File: config.mk
export PLATFORM = sky130hd
export DESIGN_NAME = sgpr_ld_wr_seq_flat
export DESIGN_NICKNAME = d
export VERILOG_FILES = /design/src/rtl/sgpr_pkg.sv /design/src/rtl/sgpr_ld_wr_seq_if.sv /design/src/rtl/sgpr_ld_size_decode.sv /design/src/rtl/sgpr_ld_wr_seq.sv /design/src/flat_wrapper.sv
export SDC_FILE = /design/constraint.sdc
export NUM_CORES = 1
export LEC_CHECK = 0
export CORE_AREA = 5 5 264 266
export DETAILED_ROUTE_END_ITERATION = 16
export DIE_AREA = 0 0 269 271
export PLACE_DENSITY_LB_ADDON = 0.1
export SYNTH_ARGS = -nofsm -noshare
export SYNTH_HDL_FRONTEND = slang
export SYNTH_SLANG_ARGS = --single-unit
File: constraint.sdc
create_clock -name clk -period 1.65 [get_ports clk]
set_input_delay 0.495 -clock clk [delete_from_list [all_inputs] [get_ports clk]]
set_output_delay 0.495 -clock clk [all_outputs]
set_load 0.02 [all_outputs]
File: src/rtl/sgpr_pkg.sv
// sgpr_pkg: shared widths, FSM states and lane masks for the SGPR load write sequencer
package sgpr_pkg;
  localparam int SGPR_ADDR_W = 9;
  localparam int SGPR_BEAT_DW = 4;
  typedef enum logic [1:0] {IDLE, WRITE, DONE} sgpr_state_e;
  localparam logic [3:0] MASK_1DW = 4'b0001;
  localparam logic [3:0] MASK_2DW = 4'b0011;
  localparam logic [3:0] MASK_4DW = 4'b1111;
endpackage

File: src/rtl/sgpr_ld_wr_seq_if.sv
// sgpr_ld_wr_seq_if: load-response, SGPR write-port and completion signals
interface sgpr_ld_wr_seq_if import sgpr_pkg::*; #(
  parameter int MAX_DWORDS = 16,
  parameter int TAG_W = 6
);
  logic                    req_valid;
  logic                    req_ready;
  logic [SGPR_ADDR_W-1:0]  req_addr;
  logic [4:0]              req_dwords;
  logic [32*MAX_DWORDS-1:0] req_data;
  logic [TAG_W-1:0]        req_tag;
  logic                    wr_stall;
  logic [SGPR_BEAT_DW-1:0] wr_en;
  logic [SGPR_ADDR_W-1:0]  wr_addr;
  logic [32*SGPR_BEAT_DW-1:0] wr_data;
  logic                    done_valid;
  logic [TAG_W-1:0]        done_tag;
  logic                    done_err;
  modport master (
    output req_valid, req_addr, req_dwords, req_data, req_tag, wr_stall,
    input  req_ready, wr_en, wr_addr, wr_data, done_valid, done_tag, done_err
  );
  modport slave (
    input  req_valid, req_addr, req_dwords, req_data, req_tag, wr_stall,
    output req_ready, wr_en, wr_addr, wr_data, done_valid, done_tag, done_err
  );
endinterface

File: src/rtl/sgpr_ld_size_decode.sv
// sgpr_ld_size_decode: maps load size and address alignment to legality, lane mask and beat count
module sgpr_ld_size_decode import sgpr_pkg::*; (
  input  logic [4:0] dwords,
  input  logic [1:0] addr_lo,
  output logic       legal,
  output logic [3:0] mask,
  output logic [2:0] beats
);
  // sizes of 4+ dwords are quad-aligned and use full beats; 8 and 16 map to dwords/4 beats
  always_comb begin
    legal = (dwords inside {5'd1, 5'd2, 5'd4, 5'd8, 5'd16}) &&
            ((dwords == 5'd2) ? !addr_lo[0] : (dwords >= 5'd4) ? (addr_lo == 2'b00) : 1'b1);
    mask  = (dwords == 5'd1) ? MASK_1DW : (dwords == 5'd2) ? MASK_2DW : MASK_4DW;
    beats = (dwords < 5'd4) ? 3'd1 : dwords[4:2];
  end
endmodule

File: src/rtl/sgpr_ld_wr_seq.sv
// sgpr_ld_wr_seq: drains scalar-load return data into SGPR write port 0 in aligned beats
module sgpr_ld_wr_seq import sgpr_pkg::*; #(
  parameter int MAX_DWORDS = 16,
  parameter int TAG_W = 6
) (
  input logic clk,
  input logic rst_n,
  sgpr_ld_wr_seq_if.slave bus
);
  localparam int BUF_W = 32 * MAX_DWORDS;
  localparam int BEAT_W = 32 * SGPR_BEAT_DW;
  sgpr_state_e            state_q, state_d;
  logic [SGPR_ADDR_W-1:0] addr_q, addr_d;
  logic [BUF_W-1:0]       buf_q, buf_d;
  logic [2:0]             beats_q, beats_d;
  logic [3:0]             mask_q, mask_d;
  logic [TAG_W-1:0]       tag_q, tag_d;
  logic                   err_q, err_d;
  logic                   legal;
  logic [3:0]             dec_mask;
  logic [2:0]             dec_beats;

  sgpr_ld_size_decode u_dec (
    .dwords (bus.req_dwords),
    .addr_lo(bus.req_addr[1:0]),
    .legal  (legal),
    .mask   (dec_mask),
    .beats  (dec_beats)
  );

  // state and capture registers; reset aborts any transfer in flight
  always_ff @(posedge clk or negedge rst_n) begin
    if (!rst_n) begin
      state_q <= IDLE;
      addr_q  <= '0;
      buf_q   <= '0;
      beats_q <= '0;
      mask_q  <= '0;
      tag_q   <= '0;
      err_q   <= 1'b0;
    end else begin
      state_q <= state_d;
      addr_q  <= addr_d;
      buf_q   <= buf_d;
      beats_q <= beats_d;
      mask_q  <= mask_d;
      tag_q   <= tag_d;
      err_q   <= err_d;
    end
  end

  // capture in IDLE, advance one beat per unstalled WRITE cycle, pulse completion in DONE
  always_comb begin
    state_d = state_q;
    addr_d  = addr_q;
    buf_d   = buf_q;
    beats_d = beats_q;
    mask_d  = mask_q;
    tag_d   = tag_q;
    err_d   = err_q;
    unique case (state_q)
      IDLE: if (bus.req_valid) begin
        addr_d  = bus.req_addr;
        buf_d   = bus.req_data;
        tag_d   = bus.req_tag;
        mask_d  = dec_mask;
        beats_d = dec_beats;
        err_d   = !legal;
        state_d = legal ? WRITE : DONE;
      end
      WRITE: if (!bus.wr_stall) begin
        buf_d   = buf_q >> BEAT_W;
        addr_d  = addr_q + SGPR_ADDR_W'(SGPR_BEAT_DW);
        beats_d = beats_q - 3'd1;
        state_d = (beats_q == 3'd1) ? DONE : WRITE;
      end
      DONE: state_d = IDLE;
      default: state_d = IDLE;
    endcase
  end

  assign bus.req_ready  = (state_q == IDLE);
  assign bus.wr_en      = (state_q == WRITE && !bus.wr_stall) ? mask_q : 4'b0000;
  assign bus.wr_addr    = addr_q;
  assign bus.wr_data    = buf_q[BEAT_W-1:0];
  assign bus.done_valid = (state_q == DONE);
  assign bus.done_tag   = tag_q;
  assign bus.done_err   = err_q;
endmodule

File: src/flat_wrapper.sv
// flat-port wrapper written by rule: the top's interface ports become plain ports
module sgpr_ld_wr_seq_flat import sgpr_pkg::*;
#(
  parameter int MAX_DWORDS = 16,
  parameter int TAG_W = 6
)
  (clk, rst_n, bus_req_valid, bus_req_addr, bus_req_dwords, bus_req_data, bus_req_tag, bus_wr_stall, bus_req_ready, bus_wr_en, bus_wr_addr, bus_wr_data, bus_done_valid, bus_done_tag, bus_done_err);
  sgpr_ld_wr_seq_if #(.MAX_DWORDS(MAX_DWORDS), .TAG_W(TAG_W)) bus_i ();
  input logic clk;
  input logic rst_n;
  input wire logic [$bits(bus_i.req_valid)-1:0] bus_req_valid;
  input wire logic [$bits(bus_i.req_addr)-1:0] bus_req_addr;
  input wire logic [$bits(bus_i.req_dwords)-1:0] bus_req_dwords;
  input wire logic [$bits(bus_i.req_data)-1:0] bus_req_data;
  input wire logic [$bits(bus_i.req_tag)-1:0] bus_req_tag;
  input wire logic [$bits(bus_i.wr_stall)-1:0] bus_wr_stall;
  output wire logic [$bits(bus_i.req_ready)-1:0] bus_req_ready;
  output wire logic [$bits(bus_i.wr_en)-1:0] bus_wr_en;
  output wire logic [$bits(bus_i.wr_addr)-1:0] bus_wr_addr;
  output wire logic [$bits(bus_i.wr_data)-1:0] bus_wr_data;
  output wire logic [$bits(bus_i.done_valid)-1:0] bus_done_valid;
  output wire logic [$bits(bus_i.done_tag)-1:0] bus_done_tag;
  output wire logic [$bits(bus_i.done_err)-1:0] bus_done_err;
  assign bus_i.req_valid = bus_req_valid;
  assign bus_i.req_addr = bus_req_addr;
  assign bus_i.req_dwords = bus_req_dwords;
  assign bus_i.req_data = bus_req_data;
  assign bus_i.req_tag = bus_req_tag;
  assign bus_i.wr_stall = bus_wr_stall;
  assign bus_req_ready = bus_i.req_ready;
  assign bus_wr_en = bus_i.wr_en;
  assign bus_wr_addr = bus_i.wr_addr;
  assign bus_wr_data = bus_i.wr_data;
  assign bus_done_valid = bus_i.done_valid;
  assign bus_done_tag = bus_i.done_tag;
  assign bus_done_err = bus_i.done_err;
  sgpr_ld_wr_seq #(.MAX_DWORDS(MAX_DWORDS), .TAG_W(TAG_W)) u_core (.clk(clk), .rst_n(rst_n), .bus(bus_i));
endmodule
=== Yosys cells after proc, flatten, opt, wreduce, memory -nomap -nowiden ===
Cells that the tools add are included.

* Bits in registers: 537
* Input port bits: 536
* Output and inout bits: 150
* RAM bits: 0
* Memories kept: 0
* ROM bits: 0
* Latch bits: 0

* Add/sub/neg operators: 2
* Bitwise gates (word level): 0
* Shift-type cells: 0
* $mul: 0
* Div/mod/pow operators: 0
* $lt $le $gt $ge: 2
* Equal/unequal tests: 10
* Reductions and logical operators: 12
* Muxes and demuxes: 20

{| class="wikitable"
|+ Operators with widths
! kind !! number
|-
| $mux W512 || 2
|-
| $pmux W512 S2 || 1
|-
| $mux W9 || 2
|-
| $pmux W9 S2 || 1
|-
| $mux W4 || 3
|-
| $add A9 B3 Y9 const B || 1
|-
| $mux W3 || 3
|-
| $mux W2 || 4
|-
| $pmux W3 S2 || 1
|-
| $eq A5 B1 Y1 const B || 1
|-
| $eq A5 B2 Y1 const B || 1
|-
| $eq A5 B3 Y1 const B || 1
|-
| $eq A5 B4 Y1 const B || 1
|-
| $eq A5 B5 Y1 const B || 1
|-
| $ge A5 B3 Y1 const B || 1
|-
| $lt A5 B3 Y1 const B || 1
|-
| $reduce_bool A5 Y1 || 1
|-
| $logic_not A2 Y1 || 2
|-
| $ne A2 B2 Y1 const B || 2
|-
| $pmux W2 S2 || 1
|-
| $reduce_and A2 Y1 || 2
|-
| $eq A3 B1 Y1 const B || 1
|-
| $logic_not A1 Y1 || 3
|-
| $reduce_and A3 Y1 || 1
|-
| other kinds (6) || 8
|}

=== Longest topological paths before layout ===
Gate-level depths: netlist (run 1).

* Word-level depth: 7
* Gate-level depth with buffers: 7
* Mapped depth without buffers: 5

=== Cells and area by module ===
From an unflattened synthesis (run 1), not the netlist that was laid out.

* Cell total of the unflattened synthesis: 2667
* Area, all modules: 24213.2 um^2

{| class="wikitable"
|+ Modules (own cells, without submodules)
! module !! instances !! cells each !! area an instance (um^2) !! seq. area each (um^2)
|-
| sgpr_ld_wr_seq || 1 || 2649 || 24099.4 || 13437.9
|-
| sgpr_ld_size_decode || 1 || 18 || 113.9 || 0.0
|}

=== Worst setup path after synthesis (run 1) ===
OpenSTA, ideal clock, no wires.

* Path type: register -> output
* Start point: reg u_core.state_q[1]
* End point: out bus_wr_en[3]
* Stages on the path, launching flop included: 6
* Data arrival time: 1776 ps
* Setup slack: -621 ps
* Data required time: 1155 ps
* Cells stage by stage: dfrtp_1 > nand2b_1 > buf_4 > clkbuf_1 > nor3b_1 > buf_4

* Cells in the longest elaborated chain, start to end: 3

{| class="wikitable"
|+ RTL lines
! what !! line !! source
|-
| start: declaration || sgpr_ld_wr_seq.sv:12 || <nowiki>sgpr_state_e state_q, state_d;</nowiki>
|-
| start signal: assignment || sgpr_ld_wr_seq.sv:42 || <nowiki>state_q <= state_d;</nowiki>
|-
| $eq A2 B1 Y1 || sgpr_ld_wr_seq.sv:83 || <nowiki>assign bus.wr_en = (state_q == WRITE && !bus.wr_stall) ? mask_q : 4'b0000;</nowiki>
|-
| $logic_and A1 B1 Y1 || sgpr_ld_wr_seq.sv:83 ||
|-
| $mux W4 || sgpr_ld_wr_seq.sv:83 ||
|-
| end: declaration || flat_wrapper.sv:18 || <nowiki>output wire logic [$bits(bus_i.wr_en)-1:0] bus_wr_en;</nowiki>
|}

Every way passes these cells.

=== Worst setup path after layout (run 1) ===
* Start point: reg u_core.state_q[1]
* End point: out bus_wr_en[0]

Same word-level chain as after synthesis.

==> run summary, run 1 <==
status = finished, violations left
violated checks = negative setup slack
EDFF count, synth = 0
die area = 72900 um2
CTS tree = yes
mapped cell area = 23800 um2
Area Growth Syn to Fin = 49.7%
Slew Limit Headroom = 72.6%
adder-cell area share of the yosys netlist = 0.158%
Internal = 32.0 mW
die width = 269 um
Remaining Overflow, GRT = 0
TritonCTS buffer count = 60
WL final = 90600 um
antenna-violating nets left = 0
Worst VDD drop = 0.951 mV
clock slew at reported path FFs = 0.06 ns
CP arrival = 1.55 ns
DRC = 0
worst path cell trace = nand2b_4, nor3b_2, buf_4
Max Cap Viol = 0
routed length per instance = 21.5 um
Final Hold Fails = 0
CP bufs+invs = 1
num rows = 95
Synth Area in Simple Gates = 19.2%
Detailed Place HPWL = 62900 um
critical path required time = 1.15 ns
vias per cell = 5.14
Worst Setup End Kind = primary output
mux contribution to synthesized area = 0.420%
Mapped Nets = 3173
first-pass GRT wire length = 133000 um
largest family of logic cells by synthesized area = simple AND/OR/NAND/NOR gates
Max Transition Viols Final = 0
antenna violations before repair = 20
layout cells sized above 1 = 15.1%
Setup TNS = -63.29 ns
die height = 271 um
Clk pwr share = 30.5%
Final WS setup = -0.397 ns
I/O pins = 686
Via Count = 21700
static leakage = 15.5 nW
Startpoint Class = register
Post-Synth XOR/XNOR Area = 0.0735%
DR iter-0 viols = 1749
Avg Inst Size Synth = 9.04 um2
Synth Instances = 2634
Gate power share = 28.8%
Hold Crit Class = in2async
vias in the first global route = 21900
Skew-Pair Late Insertion Delay = 0.60 ns
Tot GR Track Use = 23.2%
yosys warns = 0
total power = 45.9 mW
Crit Path Class = reg2out
Crit Path Max Fanout = 5
Clock Tree Buf Depth = 3
Pre-antenna DRT Iters = 7
Nets = 3815
worst clock skew = 0.0107 ns
Switching Share = 30.3%
core area = 66800 um2
Initial Util = 35.7%
register bit total from synthesis = 536
Num Clock Sinks = 536
post-synthesis sequential area ratio = 56.3%
RSZ-0062 raised after global routing = true
fillcell total = 6055
fmax = 489 MHz
Main synth FF type = dfrtp_1
Period minus WS final = 2.05 ns
dpl ws = -0.761 ns
Compound-Gate Fraction of Synth Area = 15.8%
area occupied by registers = 13400 um2
# port buffers = 685
Multi-input gate area = 8550 um2
PD cells = 1290 nW/um2
Final Setup Violations = 527
H-tree depth = 2
Slowest-stage cell, CP = dfrtp_1
fraction of registers with async set/reset = 100%
period utilisation layout = 124%
sequential share of power = 40.7%
CP peak stage delay = 0.38 ns
worst-margin pin slew = 0.411 ns
root buffer cell = clkbuf_16
GP Congestion = 0.862
critical path's top delay family = simple AND/OR/NAND/NOR gates
pin count of the biggest net entering global routing = 88
Distinct cells, synth = 39
P_sw = 13.9 mW
==> registers in the layout, summed over array words and instances, names as in the netlist <==
name and flops:
u_core.bus.done_err 1, u_core.mask_q 3, u_core.bus.wr_addr 9, u_core.state_q 2
u_core.buf_q 512, u_core.bus.done_tag 6, u_core.beats_q 3
==> metal layers <==
layer / global-route usage, % / wire (um)
met2: 38.9 / 44800
met5: 0 / 63
met1: 30.7 / 37800
met4: 8.11 / 2900
met3: 3.71 / 5120
==> cells in the final DEF, fill, tap and decap left out, drive strengths merged, types with 5 or more instances in the layout <==
master	count
nand2	775
dfrtp	536
clkdlybuf4s50	534
nor2	397
a31oi	385
buf	358
a22o	128
clkbuf	106
diode	16
clkinv	12
o21ai	12
mux2	8
a21oi	8
bufbuf	6
bufinv	5
nor2b	5
nor3b	5
==> worst paths after layout <==
kind	from	to	slack, ns	cells after the start
setup / recovery	u_core.state_q[1]	bus_wr_en[0]	-0.40	3
hold / removal	rst_n	u_core.buf_q[502]	0.33	2
setup reg to reg	u_core.state_q[0]	u_core.buf_q[179]	-0.26	9
hold reg to reg	u_core.mask_q[0]	u_core.mask_q[0]	0.47	1
max in group asynchronous	rst_n	u_core.bus.done_tag[0]	0.51	4
min in group clk	bus_req_data[379]	u_core.buf_q[379]	0.45	3
==> power groups by stage <==
stage	sequential (mW)	combinational (mW)	clock (mW)
after global routing	19.1	14.2	14.8
after CTS	18.6	12.8	14.2
after global placement	18.5	11.3	0
final	18.7	13.2	14.0
after floorplan	18.2	7.08	0
after detailed placement	18.7	11.5	0
==> Yosys cell counts (all sizes together) (3+ instances only) <==
cell type | count | area (um2)
nor3b | 5 | 37.5
nand3 | 4 | 20.0
o21ai | 12 | 60.1
inv | 3 | 11.3
dfrtp | 536 | 13400
a31oi | 385 | 2410
a22oi | 3 | 22.5
clkbuf | 62 | 233
buf | 273 | 1690
mux2 | 8 | 90.1
a22o | 128 | 1120
nand2b | 4 | 25.0
nand2 | 775 | 2910
nor2 | 397 | 1490
a21oi | 8 | 43.8
nor2b | 5 | 31.3
ha | 3 | 37.5
==> repair_timing <==
item | CTS | global route
endpoints found under the hold margin | 15 | 0
pin swaps | 3 | 1
buffers inserted | 41 | 7
cloned | 19 | 18
hold buffers | 1 | 0
resized for setup | 947 | 29
setup endpoints to repair | 669 | 672
==> through the flow <==
step / std cells / hold slack, ns / util [%] / instance area (um2)
2_1_floorplan: 2634 / 0.199 / - / 23900
5_1_grt: 4211 / 0.343 / 53.4 / 35700
3_3_place_gp: 4001 / 0.372 / 47.4 / 31700
6_report: 4212 / 0.331 / 53.4 / 35700
4_1_cts: 4171 / 0.304 / 52.4 / 35000
3_5_place_dp: 4001 / 0.374 / 47.4 / 31700
==> final cells by class <==
class                           count  area share [%]
Clock inverter                     19           0.656
Tap cell                          873            3.06
Clock buffer                       90            5.20
Sequential cell                   536            37.6
Multi-Input combinational cell   1760            24.0
Timing Repair Buffer              915            29.4
Antenna cell                       16           0.112
Inverter                            3          0.0316
==> logic make-up (layout without fill, tap and decap cells) <==
kind of cell,count (synthesis),in the layout
flops,536,536
fa+ha+maj,3,3
simple gates,1198,1198
compound gates,548,548
buf+inv,338,1027
other cells,0,16
mux,9,9
xor+xnor,2,2
==> worst register-to-register path: cells and delay by family, from the launching register on <==
kind                   cells  cell delay [ns]
AO/OA/AOI/OAI              2             0.31
flip-flops                 1             0.40
AND/OR/NAND/NOR            2             0.22
buffers and inverters      5             0.90
No activity file was read; power rests on OpenSTA's default activity.
==> run 2, diff against run 1 <==
--- a/constraint.sdc
+++ b/constraint.sdc
@@ -3,2 +3,2 @@
 set_output_delay 0.495 -clock clk [all_outputs]
-set_load 0.02 [all_outputs]
+set_load 0.01 [all_outputs]
==> run summary, run 2 (synthesis gave the netlist of run 1 again) <==
Area Growth Syn to Fin = 51.7% (was 49.7%)
final cell count without fillers = 4273 (was 4212)
Period minus WS final = 2.27 ns (was 2.05 ns)
antenna violations before repair = 20 (unchanged)
largest register by flop count = u_core.buf_q (unchanged)
Detailed Place HPWL = 63300 um (was 62900 um)
worst clock skew = 0.0204 ns (was 0.0107 ns)
Crit Path Class = reg2out (unchanged)
status = finished, violations left (unchanged)
CTS tree = yes (unchanged)
DR iter-0 viols = 1752 (was 1749)
DP Cell Count = 4008 (was 4001)
most frequent cells in the layout = nand2_1, dfrtp_1, clkdlybuf4s50_1, nor2_1, a31oi_1 (unchanged)
DRC = 0 (unchanged)
total power = 44.6 mW (was 45.9 mW)
fillcell total = 6080 (was 6055)
fmax = 441 MHz (was 489 MHz)
Max Cap Viol = 0 (unchanged)
Via Count = 22100 (was 21700)
vias in the first global route = 21800 (was 21900)
Fin Hold WS = 0.392 ns (was 0.331 ns)
Worst VDD drop = 0.865 mV (was 0.951 mV)
Final Hold Fails = 0 (unchanged)
worst-margin pin slew = 0.565 ns (was 0.411 ns)
H-tree depth = 2 (unchanged)
period utilisation layout = 137% (was 124%)
CP arrival = 1.77 ns (was 1.55 ns)
static leakage = 15.7 nW (was 15.5 nW)
critical path required time = 1.15 ns (about the same)
WL final = 93300 um (was 90600 um)
Worst Setup End Kind = primary output (unchanged)
Final Setup Violations = 462 (was 527)
TritonCTS buffer count = 59 (was 60)
routed length per instance = 21.8 um (was 21.5 um)
Crit Path Max Fanout = 3 (was 5)
GP Congestion = 0.864 (was 0.862)
RSZ-0062 raised after global routing = true (unchanged)
vias per cell = 5.17 (was 5.14)
violated checks = negative setup slack (unchanged)
Tot GR Track Use = 23.2% (about the same)
Final WS setup = -0.618 ns (was -0.397 ns)
Startpoint Class = register (unchanged)
I/O pins = 686 (unchanged)
Skew-Pair Late Insertion Delay = 0.62 ns (was 0.60 ns)
Num Clock Sinks = 536 (unchanged)
Remaining Overflow, GRT = 0 (unchanged)
final core utilization = 54.1% (was 53.4%)
placed inst area = 31700 um2 (about the same)
core area = 66800 um2 (unchanged)
commonest non-fill, non-tap cell in the layout = nand2_1 (unchanged)
dpl ws = -1.08 ns (was -0.761 ns)
die width = 269 um (unchanged)
pin count of the biggest net entering global routing = 125 (was 88)
Slew Limit Headroom = 62.4% (was 72.6%)
Max Transition Viols Final = 0 (unchanged)
clock slew at reported path FFs = 0.06 ns (about the same)
antenna-violating nets left = 0 (unchanged)
root buffer cell = clkbuf_16 (unchanged)
first-pass GRT wire length = 133000 um (about the same)
Clock Tree Buf Depth = 3 (unchanged)
die height = 271 um (unchanged)
layout cells sized above 1 = 16.7% (was 15.1%)
die area = 72900 um2 (unchanged)
num rows = 95 (unchanged)
Nets = 3881 (was 3815)
PD cells = 1240 nW/um2 (was 1290 nW/um2)
Setup TNS = -110.83 ns (was -63.29 ns)
Final Cell Area = 36100 um2 (was 35700 um2)
Pre-antenna DRT Iters = 5 (was 7)
Largest register FFs = 512 (unchanged)
Initial Util = 35.7% (unchanged)
# port buffers = 685 (unchanged)
Hold Crit Class = in2async (unchanged)
==> run 2: power by group <==
group          internal (mW)  leakage (nW)  switching [mW]
Clock                   8.02         0.959            5.40
Sequential              16.5          6.07            2.09
Combinational           6.91          8.72            5.69
Total                   31.4          15.7            13.2
==> run 2: repair_timing <==
| item | 4_1_cts | 5_1_grt |
|---|---|---|
| gates cloned | 14 | 55 |
| buffers inserted | 56 | 20 |
| hold buffers | 1 | 0 |
| gates resized for setup | 725 | 78 |
| endpoints found under the setup margin | 566 | 662 |
| hold endpoints to repair | 11 | 0 |
| pin swaps | 4 | 3 |
==> run 2: worst paths after layout <==
kind	from	end	slack [ns]	cells after the start
worst min register to register	u_core.mask_q[0]	u_core.mask_q[0]	0.47	1
worst max register to register	u_core.state_q[0]	u_core.buf_q[168]	-0.37	11
max in group asynchronous	rst_n	u_core.buf_q[45]	0.56	4
min in group clk	bus_req_data[256]	u_core.buf_q[256]	0.44	3
worst min-delay path	rst_n	u_core.buf_q[466]	0.39	2
worst max-delay path	u_core.state_q[1]	bus_wr_en[2]	-0.62	4
==> run 2: metal layers <==
metal	wire length, um	global-route usage, %	part of all wire [%]	up-vias
met5	48	0	0.051	-
met4	2940	7.97	3.1	8
met3	5550	4.17	5.9	150
met2	46200	38.8	50	743
met1	38500	30.4	41	10900
li1	-	-	-	10300
==> run 2: worst max-delay path, cell delays in order (launching register included) <==
cell	delay, ns
dfrtp_1	0.39
nand2b_4	0.20
buf_6	0.14
nor3b_4	0.25
buf_2	0.19
==> run 2: final cells by class <==
| type | instances | area (um2) | area share (%) |
|---|---|---|---|
| Sequential cell | 536 | 13400 | 37.1 |
| Timing Repair Buffer | 982 | 11000 | 30.4 |
| Multi-Input combinational cell | 1760 | 8620 | 23.9 |
| Clock buffer | 90 | 1800 | 4.97 |
| Tap cell | 873 | 1090 | 3.02 |
| Clock inverter | 11 | 160 | 0.443 |
| Antenna cell | 18 | 45.0 | 0.125 |
| Inverter | 3 | 11.3 | 0.0312 |
